### src/rtl/systolic_pkg.sv
// Shared constants and types for the systolic array front end.
package systolic_pkg;

  localparam int unsigned DATA_W_DEFAULT = 32;

  typedef enum logic [1:0] {
    IDLE,
    LOAD_W,
    STREAM,
    DRAIN
  } feeder_state_t;

endpackage

### src/rtl/skew_delay.sv
// Data-plus-valid shift register of DEPTH stages. Data stages only advance
// behind a valid slot, so the tail holds the last valid word through bubbles.
module skew_delay
  import systolic_pkg::*;
#(
  parameter int unsigned DEPTH  = 1,
  parameter int unsigned DATA_W = DATA_W_DEFAULT
) (
  input  logic              clk,
  input  logic              rst_n,
  input  logic              in_valid,
  input  logic [DATA_W-1:0] in_data,
  output logic              out_valid,
  output logic [DATA_W-1:0] out_data
);

  logic [DEPTH-1:0]  vld;
  logic [DATA_W-1:0] dat [DEPTH];

  always_ff @(posedge clk or negedge rst_n) begin
    if (!rst_n) begin
      vld <= '0;
      for (int unsigned i = 0; i < DEPTH; i++) begin
        dat[i] <= '0;
      end
    end else begin
      vld[0] <= in_valid;
      if (in_valid) begin
        dat[0] <= in_data;
      end
      for (int unsigned i = 1; i < DEPTH; i++) begin
        vld[i] <= vld[i-1];
        if (vld[i-1]) begin
          dat[i] <= dat[i-1];
        end
      end
    end
  end

  assign out_valid = vld[DEPTH-1];
  assign out_data  = dat[DEPTH-1];

endmodule

### src/rtl/systolic_feeder.sv
// Weight loader and skewed input streamer for the systolic PE array edge.
// Build option: FEEDER_ZERO_PAD_EN zeroes each input lane while its start is low.
module systolic_feeder
  import systolic_pkg::*;
#(
  parameter int unsigned ROWS   = 2,
  parameter int unsigned COLS   = 2,
  parameter int unsigned DATA_W = DATA_W_DEFAULT
) (
  input  logic                   clk,
  input  logic                   reset,
  input  logic                   w_valid,
  output logic                   w_ready,
  input  logic [COLS*DATA_W-1:0] w_data,
  input  logic                   x_valid,
  output logic                   x_ready,
  input  logic [ROWS*DATA_W-1:0] x_data,
  input  logic                   x_last,
  output logic [COLS*DATA_W-1:0] weight_out,
  output logic [ROWS-1:0]        load_weight,
  output logic [ROWS*DATA_W-1:0] input_out,
  output logic [ROWS-1:0]        start_out,
  output logic                   busy,
  output logic                   done
);

  localparam int unsigned     CW   = $clog2(ROWS) + 1;
  localparam logic [CW-1:0]   LAST = CW'(ROWS - 1);
  localparam logic [ROWS-1:0] ROW0 = ROWS'(1);

  feeder_state_t state, state_nxt;
  logic [CW-1:0] wrow, wrow_nxt;
  logic [CW-1:0] dcnt, dcnt_nxt;
  logic          wloaded, wloaded_nxt;
  logic          w_acc, x_acc;

  assign w_acc = w_valid & w_ready;
  assign x_acc = x_valid & x_ready;
  assign busy  = (state != IDLE);

  always_comb begin
    state_nxt   = state;
    wrow_nxt    = wrow;
    dcnt_nxt    = dcnt;
    wloaded_nxt = wloaded;
    w_ready     = 1'b0;
    x_ready     = 1'b0;
    done        = 1'b0;
    case (state)
      IDLE: begin
        w_ready = 1'b1;
        // Weights win a tie, so x_ready is withheld while w_valid is up
        // to keep the input handshake honest.
        x_ready = wloaded & ~w_valid;
        if (w_valid) begin
          if (wrow == LAST) begin
            wloaded_nxt = 1'b1;
            wrow_nxt    = '0;
          end else begin
            wloaded_nxt = 1'b0;
            wrow_nxt    = wrow + CW'(1);
            state_nxt   = LOAD_W;
          end
        end else if (x_acc) begin
          if (x_last) begin
            dcnt_nxt  = LAST;
            state_nxt = DRAIN;
          end else begin
            state_nxt = STREAM;
          end
        end
      end
      LOAD_W: begin
        w_ready = 1'b1;
        if (w_valid) begin
          if (wrow == LAST) begin
            wloaded_nxt = 1'b1;
            wrow_nxt    = '0;
            state_nxt   = IDLE;
          end else begin
            wrow_nxt = wrow + CW'(1);
          end
        end
      end
      STREAM: begin
        x_ready = 1'b1;
        if (x_valid && x_last) begin
          dcnt_nxt  = LAST;
          state_nxt = DRAIN;
        end
      end
      DRAIN: begin
        if (dcnt == '0) begin
          done      = 1'b1;
          state_nxt = IDLE;
        end else begin
          dcnt_nxt = dcnt - CW'(1);
        end
      end
      default: state_nxt = IDLE;
    endcase
  end

  always_ff @(posedge clk or negedge reset) begin
    if (!reset) begin
      state       <= IDLE;
      wrow        <= '0;
      dcnt        <= '0;
      wloaded     <= 1'b0;
      weight_out  <= '0;
      load_weight <= '0;
    end else begin
      state       <= state_nxt;
      wrow        <= wrow_nxt;
      dcnt        <= dcnt_nxt;
      wloaded     <= wloaded_nxt;
      load_weight <= '0;
      if (w_acc) begin
        weight_out  <= w_data;
        load_weight <= ROW0 << wrow;
      end
    end
  end

  for (genvar r = 0; r < ROWS; r++) begin : g_lane
    logic              lane_vld;
    logic [DATA_W-1:0] lane_dat;

    skew_delay #(
      .DEPTH (r + 1),
      .DATA_W(DATA_W)
    ) u_skew (
      .clk      (clk),
      .rst_n    (reset),
      .in_valid (x_acc),
      .in_data  (x_data[r*DATA_W +: DATA_W]),
      .out_valid(lane_vld),
      .out_data (lane_dat)
    );

    assign start_out[r] = lane_vld;
`ifdef FEEDER_ZERO_PAD_EN
    assign input_out[r*DATA_W +: DATA_W] = lane_vld ? lane_dat : '0;
`else
    assign input_out[r*DATA_W +: DATA_W] = lane_dat;
`endif
  end

endmodule
### config.mk
export PLATFORM = sky130hd
export DESIGN_NAME = systolic_feeder
export DESIGN_NICKNAME = d
export VERILOG_FILES = /design/src/rtl/systolic_pkg.sv /design/src/rtl/skew_delay.sv /design/src/rtl/systolic_feeder.sv
export SDC_FILE = /design/constraint.sdc
export NUM_CORES = 1
export LEC_CHECK = 0
export ABC_AREA = 1
export BUFFER_PORTS_ARGS = -buffer_cell sky130_fd_sc_hd__buf_2
export CORE_ASPECT_RATIO = 0.7
export CORE_MARGIN = 5
export CORE_UTILIZATION = 45
export CTS_CLUSTER_SIZE = 28
export DETAILED_ROUTE_END_ITERATION = 6
export HOLD_SLACK_MARGIN = 0.12
export MAX_ROUTING_LAYER = met4
export PLACE_DENSITY = 0.74
export SLEW_MARGIN = 10
export SYNTH_ARGS = -nofsm -noshare
export SYNTH_HDL_FRONTEND = slang
export SYNTH_HIERARCHICAL = 1
export SYNTH_SLANG_ARGS = --single-unit
### constraint.sdc
create_clock -name clk -period 3.34 [get_ports clk]
set_input_delay 0.334 -clock clk [delete_from_list [all_inputs] [get_ports clk]]
set_output_delay 0.334 -clock clk [all_outputs]
set_load 0.02 [all_outputs]
* After elaboration in Yosys (flattened, before gate mapping)
Cells that the tools add are included.
Widths: inputs -> output; s select.
** Word-level totals
- Memory bits (read-only) :: 0
- Output and inout bits :: 136
- Latch bits :: 0
- Bits in writable memories :: 0
- Bits of input ports :: 133
- Memories :: 0
- Word-level logic and storage cells :: 70
- Flip-flop bits (word level) :: 172
** Operators by class
- Order comparisons :: 0
- Div/mod/pow operators :: 0
- $add $sub $neg :: 2
- Eq/ne operators :: 15
- Muxes and demuxes :: 26
- Multiply operators :: 0
- Shifts and indexed selects :: 1
- Bitwise gates (word level) :: 4
- Reductions and logical operators :: 11
** Operators with widths (number)
- $mux 2 :: 14
- $ne 2x2->1 const B :: 8
- $reduce_and 6->1 :: 2
- $mux 1 :: 8
- $pmux 2 s4 :: 1
- $pmux 2 s3 :: 1
- $eq 2x1->1 const B :: 2
- $eq 2x2->1 const B :: 2
- $logic_not 2->1 :: 2
- $pmux 1 s2 :: 2
- $reduce_and 4->1 :: 1
- $reduce_bool 2->1 :: 2
- $and 1x1->1 :: 3
- $ne 3x2->1 const B :: 1
- $ne 3x3->1 const B :: 1
- $reduce_bool 3->1 :: 1
- $add 2x1->2 const B :: 1
- $ne 2x1->1 const B :: 1
- $reduce_and 2->1 :: 1
- $reduce_or 2->1 :: 1
- $shl 1x2->2 const A :: 1
- $sub 2x1->2 const B :: 1
- $logic_and 1x1->1 :: 1
- $not 1->1 :: 1

* Logic depth before layout (Yosys ltp)
- Word-level depth :: 7
- Mapped depth :: 10
- Mapped depth without buffers :: 9

* Cells and area by module
Netlist, hierarchy kept.
** By module, submodules not included
- systolic_feeder :: instances 1, area an instance 2990.4 µm², sequential area each 1826.8 µm², cells an instance 351
- skew_delay at g_lane[1].u_skew :: instances 1, area an instance 2861.5 µm², sequential area each 1651.6 µm², cells an instance 306
- skew_delay at g_lane[0].u_skew :: instances 1, area an instance 1317.5 µm², sequential area each 825.8 µm², cells an instance 137

* Worst setup path after synthesis
OpenSTA, ideal clock, no wires.
- Path type :: register to register
- From :: register state[1]
- To :: register g_lane[0].u_skew.dat, in the netlist g_lane[0].u_skew/out_data[0]
- Stages on the path, launching flop included :: 11
- Data required time :: 3.223 ns
- Path buffers :: 3
- Clock period less this slack :: 1.557 ns
- Setup slack :: 1.783 ns
- Data arrival time :: 1.440 ns
- Library setup time :: 0.117 ns
- Cells stage by stage :: dfrtp_1 > buf_6 > nor2_4 > inv_2 > nand2_2 > nor3_1 > buf_6 > inv_8 > buf_12 > nand2_2 > nand2_1
** On the way
- Cells in the longest elaborated chain, start to end :: 3
- Elaborated cells on any way between the ends :: 4
- Classes of those cells :: eq/ne (1); mux (1); bitwise (1); reduce/logical (1)
** RTL lines
- start: declaration :: line systolic_feeder.sv:31 : feeder_state_t state, state_nxt;
- start signal: assignment :: line systolic_feeder.sv:113 : state <= state_nxt;
- $eq 2x2->1 or $logic_not 2->1 (tied branches) :: line systolic_feeder.sv:49 : case (state)
- $pmux 1 s2 (*) :: line systolic_feeder.sv:49
- $and 1x1->1 (*) :: line systolic_feeder.sv:38 : assign x_acc = x_valid & x_ready;
- named net x_acc :: line systolic_feeder.sv:35 : logic w_acc, x_acc;
- end signal: indexed assignment :: line skew_delay.sv:34 : dat[i] <= dat[i-1];
- end: declaration :: line skew_delay.sv:18 : logic [DATA_W-1:0] dat [DEPTH];
The timed path passes the listed nets; every way through them passes the cells marked *.
A chain may end at the register's enable or synchronous reset.

* Final worst setup path
- From :: register state[1]
- To :: register g_lane[0].u_skew.dat, in the netlist g_lane[0].u_skew/out_data[27]
The elaborated chain is that of the path after synthesis.

==> out/results.tsv <==
metric	value	unit
die_y	116	um
fin_crit_sh	0.623	
die_w	161	um
syn_area	7170	sq um
grt_pass1_wl	32.1	mm
peakVddDrop	0.000580	V
postSynth.asyncResetShare	1.00	
grt_antenna_before_repair	0	
cts_hold_buf	95	
cp.arrival	2380	ps
clkSinkCount	172	
clock_latency	420	ps
cts.clk_slew.worst_paths	80	ps
firstDrtPassIters	5	
cpMostUsedCell	nand2_1	
synth_area_leaders	dfrtp_1 (60%), nand2_1 (25%), buf_4 (4.3%), nand2_2 (2.7%), buf_6 (2.5%)	
synth_ff_type	dfrtp_1	
max_freq	0.481	GHz
drt_iter0_drc	482	
ys_warn_count	6	
grt_pass1_vias	6356	
ctsResizeCount	0	
rsz0062_at_grt	no	
slowest_delay	610	ps
yosysMostFrequentCell	nand2_1	
ys_types	22	
diodes	0	
tightestPinTransition	790	ps
preCtsSetupSlack	1290	ps
yosys.area.top_type_share	0.600	
power	9320	uW
maxCapViolations	0	
htree_num_levels	4	
gp_congestion	0.895	
fin_util	0.626	
synth_common_cells	nand2_1 (469), dfrtp_1 (172), buf_4 (41)	
vias	6177	
worst_slack	1260	ps
vias_per_cell	4.65	
finClkSkew	17.9	ps
netlist_instances	794	
multi_input_area	2140	sq um
final_cell_count_no_fill	1328	
setup_viol	0	
final_max_slew_viol_count	0	
ctsRootBufferMaster	clkbuf_16	
area_growth	35.8	%
critPathKind	reg -> reg	
cts_made_buffers	17	
wire_per_inst	15.1	um
cp_slowest_cell	buf_4	
track_usage	0.222	
nets	1249	
end_kind	flop	
fin_tns_setup	0	ps
gr-total-overflow	0	
p_leak	0.00561	uW
syn_area_per_cell	9.03	sq um
syn-num-nets	928	
post_cts_buffers	0	
worstPathMaxFanout	68	
worstPathRequired	3640	ps
io_pins	269	
cts_tree	yes	
ys_seq_area_frac	0.600	
die_area	18600	sq um
yosys_register_bits	172	
dpl.hpwl	12.5	mm
grt_max_degree	85	
regArea	4300	sq um
crit_path_start_kind	flop	
yosysTopAreaCell	dfrtp_1	
initial_utilization	0.461	
numPortBuffers	268	
hold_violations	0	
clk_path_buf_depth	2	
worstPathCellList	nor2_4, inv_2, nand2_2, nor3_2, buf_4, inv_8, nand2_1, nand2_1	
ant_nets	0	
drcViolationCount	0	
drive_above_1_share	0.308	
slew_headroom	0.473	
power_density	957	nW/um^2
dp.cells	1200	
rows	38	
core-area	15500	sq um
period_needed	2080	ps
outcome	completed	
hold_class	in -> reg	
drt-total-wl	20.1	mm
synth_edf_count	0	
nFillCells	1280	
[kinds of logic after synthesis]
| family | Yosys count | synth area share |
|---|---|---|
| compound gates | 7 | 0.00646 |
| xor+xnor | 1 | 0.00122 |
| fa+ha+maj | 1 | 0.00174 |
| buf+inv | 89 | 0.102 |
| flops | 172 | 0.600 |
| simple gates | 524 | 0.288 |
[stage by stage]
step | instance area (sq um) | hold WS, ps
after detailed placement | 8210 | 445
after floorplan | 7170 | 38.4
after CTS | 9730 | 120
after global routing | 9740 | 121
final | 9740 | 135
after global placement | 8210 | 442
[sequential cells by signal, summed over array words and instances (netlist names)]
register                 flops
dcnt                         2
g_lane.u_skew/dat           32
g_lane.u_skew/out_data      64
g_lane.u_skew/out_valid      1
g_lane.u_skew/vld            2
load_weight                  2
state                        2
weight_out                  64
wloaded                      1
wrow                         2
[worst paths after layout]
path                                                                start                                         to  slack, ps  cells after the start
worst max-delay path                                 state[1]$_DFFE_PN0P_  g_lane[0].u_skew/out_data[27]$_DFFE_PN0P_       1260                      8
worst min-delay path                                           w_data[35]                 weight_out[35]$_DFFE_PN0P_        130                      3
worst max register to register                       state[1]$_DFFE_PN0P_  g_lane[0].u_skew/out_data[27]$_DFFE_PN0P_       1260                      8
worst min register to register  g_lane[1].u_skew/out_data[18]$_DFFE_PN0P_  g_lane[1].u_skew/out_data[18]$_DFFE_PN0P_        470                      2
max in group asynchronous                                           reset                 weight_out[57]$_DFFE_PN0P_       1970                      3
min in group asynchronous                                           reset   g_lane[1].u_skew/out_data[6]$_DFFE_PN0P_        550                      2
[area by class of cell]
type | count | share of cell area
well taps | 200 | 0.0257
flip-flops and latches | 172 | 0.442
clock buffers | 17 | 0.0437
repair buffers | 372 | 0.245
inverters | 19 | 0.00964
clock inverters | 15 | 0.0150
multi-input cells | 533 | 0.219
[where the power goes]
group | internal, uW | switching [uW] | leakage (uW) | total, uW
logic | 1220 | 2550 | 0.00317 | 3780
clock network | 997 | 911 | 0.000285 | 1910
registers | 3050 | 589 | 0.00216 | 3630
total | 5270 | 4050 | 0.00561 | 9320
[layer usage]
layer,global-route usage,part of all wire,vias to the layer above
met5,-,0,-
met4,0.0892,0.031,0
met3,0.0558,0.067,46
met2,0.362,0.49,265
met1,0.270,0.42,2879
li1,-,-,2987
[critical path, delay by kind of cell, from the launching register on]
family,cells,cell delay [ps]
buf+inv,3,880
flops,1,520
simple gates,5,490
[cell usage in the layout, fill, tap and decap left out, types with 2 or more instances in the layout]
| cell | count |
|---|---|
| buf_2 | 267 |
| buf_4 | 7 |
| clkbuf_16 | 17 |
| clkinv_2 | 2 |
| clkinv_8 | 2 |
| dfrtp_1 | 172 |
| dlygate4sd3_1 | 96 |
| inv_1 | 14 |
| inv_2 | 2 |
| inv_6 | 7 |
| inv_8 | 6 |
| nand2_1 | 469 |
| nand2_2 | 31 |
| nand3_1 | 8 |
| nor2_1 | 13 |
| o211ai_1 | 2 |
| o21ai_0 | 3 |
Power figures use the tool's default switching activity.
